$ cat src/rtl/mul_row_seq_if.sv
// Bundle of row-engine signals: control, A/T memory ports, multiply-add cell ports, status.
// cin_init exists only when MUL_ROW_CARRY_IN_EN is defined.
`timescale 1ns/1ps
interface mul_row_seq_if #(
  parameter int DATA_WIDTH = 64,
  parameter int ADDR_WIDTH = 6
);
  logic                  start;
  logic [ADDR_WIDTH:0]   len;
  logic [DATA_WIDTH-1:0] b;
`ifdef MUL_ROW_CARRY_IN_EN
  logic [DATA_WIDTH-1:0] cin_init;
`endif
  logic [ADDR_WIDTH-1:0] a_addr;
  logic [ADDR_WIDTH-1:0] t_addr;
  logic [DATA_WIDTH-1:0] a_rdata;
  logic [DATA_WIDTH-1:0] t_rdata;
  logic                  t_we;
  logic [ADDR_WIDTH-1:0] t_waddr;
  logic [DATA_WIDTH-1:0] t_wdata;
  logic [DATA_WIDTH-1:0] mac_x;
  logic [DATA_WIDTH-1:0] mac_y;
  logic [DATA_WIDTH-1:0] mac_z;
  logic [DATA_WIDTH-1:0] mac_cin;
  logic [DATA_WIDTH-1:0] mac_s;
  logic [DATA_WIDTH-1:0] mac_cout;
  logic                  busy;
  logic                  done;
  logic [DATA_WIDTH-1:0] carry_out;

  // Controller / environment side
  modport master (
    output start, len, b,
`ifdef MUL_ROW_CARRY_IN_EN
    output cin_init,
`endif
    output a_rdata, t_rdata, mac_s, mac_cout,
    input  a_addr, t_addr, t_we, t_waddr, t_wdata,
    input  mac_x, mac_y, mac_z, mac_cin, busy, done, carry_out
  );

  // Row engine side
  modport slave (
    input  start, len, b,
`ifdef MUL_ROW_CARRY_IN_EN
    input  cin_init,
`endif
    input  a_rdata, t_rdata, mac_s, mac_cout,
    output a_addr, t_addr, t_we, t_waddr, t_wdata,
    output mac_x, mac_y, mac_z, mac_cin, busy, done, carry_out
  );
endinterface

$ cat src/rtl/mul_row_seq.sv
// Row multiply-accumulate sequencer: {c, T[j]} = A[j]*b + T[j] + c over one row.
// Define MUL_ROW_CARRY_IN_EN to seed the row carry from cin_init instead of zero.
`timescale 1ns/1ps
module mul_row_seq #(
  parameter int DATA_WIDTH = 64,
  parameter int ADDR_WIDTH = 6
) (
  input logic          clk,
  input logic          rst_n,
  mul_row_seq_if.slave bus
);
  typedef enum logic [1:0] {IDLE, FETCH, CALC, FIN} state_t;

  state_t                r_state;
  logic [ADDR_WIDTH:0]   r_j;
  logic [ADDR_WIDTH:0]   r_len;
  logic [DATA_WIDTH-1:0] r_b;
  logic [DATA_WIDTH-1:0] r_c;
  logic [DATA_WIDTH-1:0] r_carry_out;
  logic                  r_done;

  logic                  w_fetch;
  logic                  w_calc;
  logic                  w_last;
  logic [DATA_WIDTH-1:0] w_c_seed;

`ifdef MUL_ROW_CARRY_IN_EN
  assign w_c_seed = bus.cin_init;
`else
  assign w_c_seed = '0;
`endif

  assign w_fetch = (r_state == FETCH);
  assign w_calc  = (r_state == CALC);
  // j and len are one bit wider than the address so a full 2^ADDR_WIDTH row terminates cleanly
  assign w_last  = (r_j == r_len - (ADDR_WIDTH+1)'(1));

  always_ff @(posedge clk or negedge rst_n) begin
    if (!rst_n) begin
      r_state     <= IDLE;
      r_j         <= '0;
      r_len       <= '0;
      r_b         <= '0;
      r_c         <= '0;
      r_carry_out <= '0;
      r_done      <= 1'b0;
    end else begin
      r_done <= 1'b0;
      unique case (r_state)
        IDLE: begin
          if (bus.start) begin
            r_len   <= bus.len;
            r_b     <= bus.b;
            r_c     <= w_c_seed;
            r_j     <= '0;
            r_state <= (bus.len == '0) ? FIN : FETCH;
          end
        end
        FETCH: r_state <= CALC;
        CALC: begin
          r_c <= bus.mac_cout;
          if (w_last) begin
            r_state <= FIN;
          end else begin
            r_j     <= r_j + (ADDR_WIDTH+1)'(1);
            r_state <= FETCH;
          end
        end
        FIN: begin
          r_done      <= 1'b1;
          r_carry_out <= r_c;
          r_state     <= IDLE;
        end
      endcase
    end
  end

  // Datapath outputs decode the state register so reset silences them immediately
  assign bus.a_addr    = w_fetch ? r_j[ADDR_WIDTH-1:0] : '0;
  assign bus.t_addr    = w_fetch ? r_j[ADDR_WIDTH-1:0] : '0;
  assign bus.t_we      = w_calc;
  assign bus.t_waddr   = w_calc ? r_j[ADDR_WIDTH-1:0] : '0;
  assign bus.t_wdata   = w_calc ? bus.mac_s : '0;
  assign bus.mac_x     = w_calc ? bus.a_rdata : '0;
  assign bus.mac_y     = w_calc ? r_b : '0;
  assign bus.mac_z     = w_calc ? bus.t_rdata : '0;
  assign bus.mac_cin   = w_calc ? r_c : '0;
  assign bus.busy      = (r_state != IDLE);
  assign bus.done      = r_done;
  assign bus.carry_out = r_carry_out;
endmodule

$ cat src/flat_wrapper.sv
// flat-port wrapper written by rule: the top's interface ports become plain ports
module mul_row_seq_flat 
#(
  parameter int DATA_WIDTH = 64,
  parameter int ADDR_WIDTH = 6
)
  (clk, rst_n, bus_start, bus_len, bus_b, bus_a_rdata, bus_t_rdata, bus_mac_s, bus_mac_cout, bus_a_addr, bus_t_addr, bus_t_we, bus_t_waddr, bus_t_wdata, bus_mac_x, bus_mac_y, bus_mac_z, bus_mac_cin, bus_busy, bus_done, bus_carry_out);
  mul_row_seq_if #(.DATA_WIDTH(DATA_WIDTH), .ADDR_WIDTH(ADDR_WIDTH)) bus_i ();
  input logic clk;
  input logic rst_n;
  input wire logic [$bits(bus_i.start)-1:0] bus_start;
  input wire logic [$bits(bus_i.len)-1:0] bus_len;
  input wire logic [$bits(bus_i.b)-1:0] bus_b;
  input wire logic [$bits(bus_i.a_rdata)-1:0] bus_a_rdata;
  input wire logic [$bits(bus_i.t_rdata)-1:0] bus_t_rdata;
  input wire logic [$bits(bus_i.mac_s)-1:0] bus_mac_s;
  input wire logic [$bits(bus_i.mac_cout)-1:0] bus_mac_cout;
  output wire logic [$bits(bus_i.a_addr)-1:0] bus_a_addr;
  output wire logic [$bits(bus_i.t_addr)-1:0] bus_t_addr;
  output wire logic [$bits(bus_i.t_we)-1:0] bus_t_we;
  output wire logic [$bits(bus_i.t_waddr)-1:0] bus_t_waddr;
  output wire logic [$bits(bus_i.t_wdata)-1:0] bus_t_wdata;
  output wire logic [$bits(bus_i.mac_x)-1:0] bus_mac_x;
  output wire logic [$bits(bus_i.mac_y)-1:0] bus_mac_y;
  output wire logic [$bits(bus_i.mac_z)-1:0] bus_mac_z;
  output wire logic [$bits(bus_i.mac_cin)-1:0] bus_mac_cin;
  output wire logic [$bits(bus_i.busy)-1:0] bus_busy;
  output wire logic [$bits(bus_i.done)-1:0] bus_done;
  output wire logic [$bits(bus_i.carry_out)-1:0] bus_carry_out;
  assign bus_i.start = bus_start;
  assign bus_i.len = bus_len;
  assign bus_i.b = bus_b;
  assign bus_i.a_rdata = bus_a_rdata;
  assign bus_i.t_rdata = bus_t_rdata;
  assign bus_i.mac_s = bus_mac_s;
  assign bus_i.mac_cout = bus_mac_cout;
  assign bus_a_addr = bus_i.a_addr;
  assign bus_t_addr = bus_i.t_addr;
  assign bus_t_we = bus_i.t_we;
  assign bus_t_waddr = bus_i.t_waddr;
  assign bus_t_wdata = bus_i.t_wdata;
  assign bus_mac_x = bus_i.mac_x;
  assign bus_mac_y = bus_i.mac_y;
  assign bus_mac_z = bus_i.mac_z;
  assign bus_mac_cin = bus_i.mac_cin;
  assign bus_busy = bus_i.busy;
  assign bus_done = bus_i.done;
  assign bus_carry_out = bus_i.carry_out;
  mul_row_seq #(.DATA_WIDTH(DATA_WIDTH), .ADDR_WIDTH(ADDR_WIDTH)) u_core (.clk(clk), .rst_n(rst_n), .bus(bus_i));
endmodule
$ cat config.mk
export PLATFORM = sky130hd
export DESIGN_NAME = mul_row_seq_flat
export DESIGN_NICKNAME = d
export VERILOG_FILES = /design/src/rtl/mul_row_seq_if.sv /design/src/rtl/mul_row_seq.sv /design/src/flat_wrapper.sv
export SDC_FILE = /design/constraint.sdc
export NUM_CORES = 1
export LEC_CHECK = 0
export BUFFER_PORTS_ARGS = -buffer_cell sky130_fd_sc_hd__buf_2
export CAP_MARGIN = 20
export CELL_PAD_IN_SITES_DETAIL_PLACEMENT = 1
export CELL_PAD_IN_SITES_GLOBAL_PLACEMENT = 1
export CORE_AREA = 2 2 287 289
export CTS_CLUSTER_SIZE = 25
export DETAILED_ROUTE_END_ITERATION = 6
export DIE_AREA = 0 0 289 291
export PLACE_DENSITY = 0.47
export SKIP_LAST_GASP = 1
export SYNTH_ARGS = -nofsm -noshare
export SYNTH_HDL_FRONTEND = slang
export SYNTH_SLANG_ARGS = --single-unit
$ cat constraint.sdc
create_clock -name clk -period 2.7 [get_ports clk]
set_input_delay 0.27 -clock clk [delete_from_list [all_inputs] [get_ports clk]]
set_output_delay 0.27 -clock clk [all_outputs]
set_load 0.02 [all_outputs]
==> impl_metrics.json, run 1 <==
{
  "run_status": "finished, final reports clean",
  "hpwlAfterDp_um": 42900,
  "drtAntennaViolNets": 0,
  "grt_setup_unrepaired": "false",
  "async_flop_share_pct": 100,
  "power_per_cell_area_nw_per_um2": 1030,
  "worstSetupStartpointType": "flop",
  "core_area_um2": 81200,
  "initialDrtViolationCount": 311,
  "non_filler_instances": 2972,
  "min_period_ns": 2.51,
  "final_common_cell": "sky130_fd_sc_hd__buf_2",
  "remaining_drc_errors": 0,
  "timing.fmax_ghz": 0.398,
  "synthesis.nets": 1367,
  "design_power_total_mw": 18.0,
  "clock_tree.htree_level_count": 1,
  "die-area_um2": 84100,
  "mostFrequentLayoutCells": "sky130_fd_sc_hd__buf_2, sky130_fd_sc_hd__and2_1, sky130_fd_sc_hd__nand2_1",
  "post_drt_via_cell_ratio": 3.62,
  "worst_ep_required_time_ns": 2.43,
  "row_count": 105,
  "worst-path-buf-inv": 3,
  "cts_made_buffers": 28,
  "ys_ff_latch": 209,
  "initial_utilization_pct": 12.6,
  "grt_overflow_total": 0,
  "hold_viol": 0,
  "yosysWarningCount": 0,
  "globalRoute.busiestLayer": "met2",
  "synth_edf_count": 0,
  "vias_in_the_first_global_route": 11800,
  "max_fanout_on_critical_path": 58,
  "postLayoutCellArea_um2": 17500,
  "netlist_area_before_placement_um2": 10200,
  "cp_cell_sequence": "or2b_4 -> inv_12 -> buf_8 -> and2_1 -> buf_2",
  "fraction_of_post_synthesis_cell_area_in_the_top_cell_type_by_area_pct": 51.3,
  "io_pins": 735,
  "filler_cell_count_in_the_final_layout": 9750,
  "grt_first_pass_wirelength_um": 77200,
  "hold_path_class": "input port to flop",
  "syn_to_final_growth_pct": 71.9,
  "max_slew.worst_pin.slew_ns": 0.899,
  "finish.net_count": 2206,
  "grtUsageMet2_pct": 23.4,
  "placement.cell_area_um2": 15100,
  "ctsLongestPathBuffers": 3,
  "final-setup-viol-count": 0,
  "finalWirelength_um": 54200,
  "post_cts.repair.setup_buffers": 0,
  "wl_per_cell_um": 18.2,
  "portBuffers": 734,
  "post_synth_main_area_contributors": "sky130_fd_sc_hd__dfrtp_1, sky130_fd_sc_hd__and2_1, sky130_fd_sc_hd__nand2_1",
  "worst_setup_path_end_kind": "output pin",
  "timing.setup.tns_ns": 0,
  "met1_demand_to_capacity_share_in_global_routing_pct": 13.1,
  "gr-usage-met3_pct": 3.11,
  "post_synth.cell_area_avg_um2": 9.85,
  "power.static_leakage_nw": 9.66,
  "global_route.usage.total_pct": 12.3,
  "root_buffer": "sky130_fd_sc_hd__clkbuf_16",
  "globalplace.congestion": 0.881,
  "finalMaxSlewViolations": 0,
  "grt_max_degree": 68,
  "worst-endpoint-arrival_ns": 2.24,
  "worst_skew_pair.late_latency_ns": 0.59,
  "max-cap-violations": 0,
  "die-width_um": 289,
  "die_height_um": 291,
  "slowest_stage": "sky130_fd_sc_hd__dfrtp_1",
  "path_class": "flop to output pin",
  "worst_ir_drop_vdd_uv": 453,
  "place_inst": 2777,
  "post-route-period-util_pct": 93.0,
  "cts_tree": "built",
  "detailroute.via_count": 10800,
  "clk_pin_slew_ns": 0.06,
  "critPathMaxStageDelay_ns": 0.45,
  "critPathTopFamily": "buffers and inverters",
  "relative_max_transition_margin_pct": 40.1,
  "cts_sinks": 209,
  "netlist-cell-type-count": 44,
  "dr.pass1.iters": 4,
  "netlist_instances": 1035,
  "drive_above_1_share_pct": 46.3,
  "worst_clock_skew_ns": 0.0300,
  "synthFlopType": "sky130_fd_sc_hd__dfrtp_1",
  "seq_area_frac_synth_pct": 51.3,
  "antenna_found_initial": 18,
  "cell_type_with_the_highest_aggregate_area_in_the_netlist": "sky130_fd_sc_hd__dfrtp_1"
}
[synth_stat cells, types with 2 or more instances]
cell type	n
sky130_fd_sc_hd__buf_4	6
sky130_fd_sc_hd__nand2_1	216
sky130_fd_sc_hd__nand4_1	4
sky130_fd_sc_hd__or3_2	2
sky130_fd_sc_hd__a21oi_1	5
sky130_fd_sc_hd__dfrtp_1	209
sky130_fd_sc_hd__o31ai_1	2
sky130_fd_sc_hd__nor2_1	7
sky130_fd_sc_hd__mux2_2	64
sky130_fd_sc_hd__nor3_1	3
sky130_fd_sc_hd__o21ai_0	5
sky130_fd_sc_hd__xnor2_1	5
sky130_fd_sc_hd__and2_1	332
sky130_fd_sc_hd__a22o_1	64
sky130_fd_sc_hd__clkbuf_1	73
sky130_fd_sc_hd__ha_1	2
sky130_fd_sc_hd__nand2b_1	2
sky130_fd_sc_hd__inv_1	7
sky130_fd_sc_hd__xor2_1	2
[cell families after synthesis]
| family | count (synthesis) | share of synthesized area, % |
|---|---|---|
| adder cells (fa/ha/maj) | 2 | 0.245 |
| AO/OA/AOI/OAI | 86 | 7.03 |
| buffers and inverters | 89 | 3.51 |
| flip-flops | 209 | 51.3 |
| AND/OR/NAND/NOR | 577 | 30.1 |
| multiplexers | 65 | 7.17 |
| XOR/XNOR | 7 | 0.601 |
[layer usage]
layer / vias to the layer above / routed length, µm
met5: - / 92
met4: 16 / 1760
met3: 91 / 3840
met2: 400 / 28800
met1: 5233 / 19700
li1: 5013 / -
[worst min-delay path, cell delays in order]
cell and delay, ns:
sky130_fd_sc_hd__buf_2 0.12, sky130_fd_sc_hd__nor2_1 0.13, sky130_fd_sc_hd__a21oi_1 0.06, sky130_fd_sc_hd__a2bb2oi_1 0.13
[cell type report]
class | count | area (µm²) | area share [%]
Timing Repair Buffer | 889 | 5310 | 30.3
Sequential cell | 209 | 5230 | 29.8
Multi-Input combinational cell | 737 | 4620 | 26.4
Tap cell | 1070 | 1340 | 7.64
Clock buffer | 43 | 837 | 4.78
Clock inverter | 9 | 126 | 0.721
Inverter | 8 | 42.5 | 0.243
Antenna cell | 6 | 15.0 | 0.0857
Timing Repair inverter | 1 | 8.76 | 0.0500
[per-stage QoR]
stage	hold WS [ns]	util (%)	setup slack, ns
2_1_floorplan	-0.0256	-	0.718
3_3_place_gp	0.275	18.6	0.453
3_5_place_dp	0.284	18.6	0.382
4_1_cts	0.179	21.5	-0.0172
5_1_grt	0.206	21.6	0.0363
6_report	0.198	21.6	0.189
[timing repair]
item                                    in CTS  in global routing
hold buffers                               136                  0
endpoints found under the hold margin      195                  0
gates cloned                                 1                  0
endpoints found under the setup margin     198                187
gates resized for setup                      7                  4
[power by group]
| part | switching (mW) | internal, mW |
|---|---|---|
| Clock | 1.51 | 2.33 |
| Sequential | 0.943 | 4.52 |
| Combinational | 5.39 | 3.30 |
| Total | 7.84 | 10.2 |
[registers in the layout (all words and copies together) (netlist names)]
signal                flops
u_core.r_state            2
u_core.r_b               64
u_core.bus.done           1
u_core.r_j                7
u_core.r_c               64
u_core.bus.carry_out     64
u_core.r_len              7
[path summary, 6_finish.rpt]
check                                   from                  endpoint  slack (ns)  cells after the start
setup / recovery           u_core.r_state[1]             bus_mac_x[43]        0.19                      5
hold / removal                     bus_start         u_core.r_state[1]        0.20                      4
setup reg to reg             u_core.r_len[0]             u_core.r_j[3]        0.52                      8
hold reg to reg               u_core.r_b[25]            u_core.r_b[25]        0.46                      2
max in group asynchronous              rst_n            u_core.r_b[20]        1.49                      3
min in group asynchronous              rst_n  u_core.bus.carry_out[25]        0.22                      2
Note: power is estimated with default switching activity, not from simulation.
==> inputs of run 2 (changes only) <==
--- a/config.mk
+++ b/config.mk
@@ -5,15 +5,16 @@
 export SDC_FILE = /design/constraint.sdc
 export NUM_CORES = 1
 export LEC_CHECK = 0
+export ABC_AREA = 1
 export BUFFER_PORTS_ARGS = -buffer_cell sky130_fd_sc_hd__buf_2
 export CAP_MARGIN = 20
 export CELL_PAD_IN_SITES_DETAIL_PLACEMENT = 1
 export CELL_PAD_IN_SITES_GLOBAL_PLACEMENT = 1
-export CORE_AREA = 2 2 287 289
+export CORE_AREA = 2 2 283 285
 export CTS_CLUSTER_SIZE = 25
 export DETAILED_ROUTE_END_ITERATION = 6
-export DIE_AREA = 0 0 289 291
-export PLACE_DENSITY = 0.47
+export DIE_AREA = 0 0 285 287
+export PLACE_DENSITY = 0.5
 export SKIP_LAST_GASP = 1
 export SYNTH_ARGS = -nofsm -noshare
 export SYNTH_HDL_FRONTEND = slang
==> run 2 against run 1 <==
  * Flip-flop and latch count did not move
  * Critical path depth rose by 2
  * Sequential share of layout area barely moved
  * Area after synthesis rose by 2.0%
  * Cell area barely moved
  * Cell count rose by 13%
  * Combinational power fell by 2%
  * Routed wire length fell by 0.13%
  * Non-clock buffer count rose by 9
  * Die area fell by 2.7%
  * Register-to-register slack improved by 0.15 ns
  * Clock power fell by 12%
==> impl_metrics.json, run 2 <==
{
  "portion_of_total_power_attributed_to_combinational_logic_pct": 50.7,
  "filler_cell_count_in_the_final_layout": 9810,
  "syn_to_final_growth_pct": 68.5,
  "sequential_share_of_power_pct": 29.1,
  "worst-endpoint-arrival_ns": 2.25,
  "cell_type_with_the_highest_aggregate_area_in_the_netlist": "sky130_fd_sc_hd__dfrtp_1",
  "mostFrequentLayoutCells": "sky130_fd_sc_hd__buf_2, sky130_fd_sc_hd__nor2_1, sky130_fd_sc_hd__inv_1",
  "clk_pin_slew_ns": 0.06,
  "netlist_area_before_placement_um2": 10400,
  "worst_skew_pair.late_latency_ns": 0.55,
  "hold-worst-slack_ns": 0.0659,
  "final_common_cell": "sky130_fd_sc_hd__buf_2",
  "post_synth_main_area_contributors": "sky130_fd_sc_hd__dfrtp_1, sky130_fd_sc_hd__nor2_1, sky130_fd_sc_hd__inv_1",
  "grt_max_degree": 99,
  "maxUsedRoutingLayer": "met5",
  "clock_tree.htree_level_count": 1,
  "worst_flop_to_flop_path_endpoint": "u_core.r_c[34]",
  "wl_met1_um": 22500,
  "timing.reg2reg.setup_slack_ns": 0.67,
  "hold_viol": 0,
  "netlist_instances": 1466,
  "seq_area_frac_synth_pct": 50.3,
  "met2WireLength_um": 26000,
  "power_per_cell_area_nw_per_um2": 957,
  "die-area_um2": 81800,
  "combined_flip_flop_and_latch_cell_area_um2": 5230,
  "non_filler_instances": 3372,
  "worst_path_most_repeated_cell": "sky130_fd_sc_hd__buf_12",
  "r2r_cells": 7,
  "max_fanout_on_critical_path": 87,
  "worstSetupStartpointType": "flop",
  "grt_overflow_total": 0,
  "reg2reg_from": "u_core.r_state[1]",
  "worst_ep_required_time_ns": 2.43,
  "dr.pass1.iters": 5,
  "initialDrtViolationCount": 448,
  "worst_clock_skew_ns": 0.0127,
  "root_buffer": "sky130_fd_sc_hd__clkbuf_16",
  "cts_sinks": 209,
  "power.static_leakage_nw": 10.4,
  "post_drt_via_cell_ratio": 3.62,
  "timing.setup.tns_ns": 0,
  "min_period_ns": 2.52,
  "power.switching_mw": 7.92,
  "yosysWarningCount": 0,
  "place_inst": 3191,
  "cp_cell_sequence": "inv_2 -> nor2_4 -> buf_12 -> clkinv_16 -> buf_12 -> nor2_1 -> buf_2",
  "fraction_of_post_synthesis_cell_area_in_the_top_cell_type_by_area_pct": 50.3,
  "initial_utilization_pct": 13.2,
  "globalplace.congestion": 0.915,
  "ctsLongestPathBuffers": 3,
  "synthFlopType": "sky130_fd_sc_hd__dfrtp_1",
  "max_slew.worst_pin.slew_ns": 0.661,
  "post-route-period-util_pct": 93.2,
  "ys_ff_latch": 209,
  "synth.cells.most_frequent": "sky130_fd_sc_hd__nor2_1, sky130_fd_sc_hd__inv_1, sky130_fd_sc_hd__dfrtp_1",
  "netlist-cell-type-count": 23,
  "hold_path_class": "input port to flop",
  "drtAntennaViolNets": 0,
  "multi_input_comb_area_um2": 3500,
  "relative_max_transition_margin_pct": 56.0,
  "row_count": 103,
  "grt_first_pass_wirelength_um": 79400,
  "finish.net_count": 2640,
  "hold_end": "u_core.r_b[11]",
  "slowest_stage": "sky130_fd_sc_hd__dfrtp_1",
  "hpwlAfterDp_um": 41900,
  "internal_power_mw": 8.85,
  "wl_per_cell_um": 16.1,
  "final-setup-viol-count": 0,
  "holdPathStages": 3,
  "design_power_total_mw": 16.8,
  "vias_in_the_first_global_route": 13000,
  "yosysMostFrequentCell": "sky130_fd_sc_hd__nor2_1",
  "synth_edf_count": 0,
  "detailroute.via_count": 12200,
  "worst_setup_path_end_kind": "output pin",
  "cts_made_buffers": 27,
  "synthesis.nets": 1798,
  "critPathMaxStageDelay_ns": 0.43,
  "hp-start": "bus_b[11]",
  "drive_above_1_share_pct": 34.8,
  "io_pins": 735,
  "die_height_um": 287,
  "core_area_um2": 78600,
  "die-width_um": 285,
  "post_synth.cell_area_avg_um2": 7.09,
  "grt_setup_unrepaired": "false",
  "timing.fmax_ghz": 0.398,
  "finalMaxSlewViolations": 0,
  "run_status": "finished, final reports clean",
  "finalWirelength_um": 54200,
  "cts_tree": "built",
  "global_route.usage.total_pct": 12.4,
  "portBuffers": 734,
  "worst_ir_drop_vdd_uv": 455,
  "switching_share_pct": 47.2,
  "power.share.clock_pct": 20.2,
  "routed-wl-met3_um": 4700,
  "async_flop_share_pct": 100,
  "max-cap-violations": 0,
  "remaining_drc_errors": 0,
  "antenna_found_initial": 9,
  "path_class": "flop to output pin"
}
[run 2: cell count changes after synthesis, moves of 41 or more]
cell                       delta
sky130_fd_sc_hd__nor2_1     +412
sky130_fd_sc_hd__o21ai_0    +124
sky130_fd_sc_hd__mux2_2      -63
sky130_fd_sc_hd__a21oi_1     +66
sky130_fd_sc_hd__clkbuf_1    -41
sky130_fd_sc_hd__a22o_1      -64
sky130_fd_sc_hd__buf_2       +47
sky130_fd_sc_hd__inv_1      +332
sky130_fd_sc_hd__and2_1     -332
[run 2: final cells by class]
cell class	count	share of cell area [%]
Sequential cell	209	29.9
Antenna cell	1	0.0143
Timing Repair inverter	1	0.0643
Multi-Input combinational cell	830	20.0
Clock inverter	5	0.300
Clock buffer	37	4.24
Tap cell	1050	7.50
Inverter	341	7.46
Timing Repair Buffer	898	30.6
[run 2: worst max-delay path: cells and delay by family (launching register included)]
family                 cells  cell delay, ns
buffers and inverters      5            0.80
DFF                        1            0.43
and+or+nand+nor            2            0.34
[run 2: worst max path at each step]
stage,start,to
3_5_place_dp,u_core.r_state[1],bus_mac_y[37]
5_1_grt,u_core.r_state[1],bus_mac_x[54]
2_1_floorplan,u_core.r_state[0],bus_mac_cin[10]
6_report,u_core.r_state[1],bus_mac_x[54]
3_3_place_gp,u_core.r_state[1],bus_mac_cin[45]
4_1_cts,u_core.r_state[1],bus_mac_y[37]
[run 2: kinds of logic after synthesis]
| group | Yosys count | share of synthesized area, % |
|---|---|---|
| xor+xnor | 8 | 0.674 |
| buf+inv | 427 | 16.2 |
| fa+ha+maj | 2 | 0.241 |
| mux | 1 | 0.108 |
| simple gates | 618 | 22.8 |
| flops | 209 | 50.3 |
| compound gates | 201 | 9.70 |
[run 2: timing repair]
action | in CTS | in global routing
resized for setup | 0 | 3
hold buffers | 135 | 0
setup endpoints to repair | 0 | 7
hold endpoints to repair | 191 | 0
setup buffers | 0 | 2
[run 2: metrics by stage]
step                utilization, %  setup WS [ns]  cell area (µm²)
global route                  22.3         0.0971            17500
global placement              19.5          0.712            15300
finish                        22.3          0.185            17500
detailed placement            19.5          0.666            15300
floorplan                        -           1.16            10400
CTS                           22.2         0.0286            17500
[run 2: power by group through the flow]
stage          combinational [mW]  sequential [mW]  clock [mW]
2_1_floorplan                4.57             5.29           0
3_3_place_gp                 8.28             4.89           0
3_5_place_dp                 8.39             4.93           0
4_1_cts                      8.57             4.89        3.58
5_1_grt                      9.38             5.03        3.68
6_report                     8.50             4.88        3.39
[run 2: per-layer routing]
layer | GRT usage (%) | up-vias
met5 | 0 | -
met4 | 2.54 | 8
met3 | 3.84 | 52
met2 | 21.6 | 527
met1 | 15.0 | 5706
li1 | - | 5910
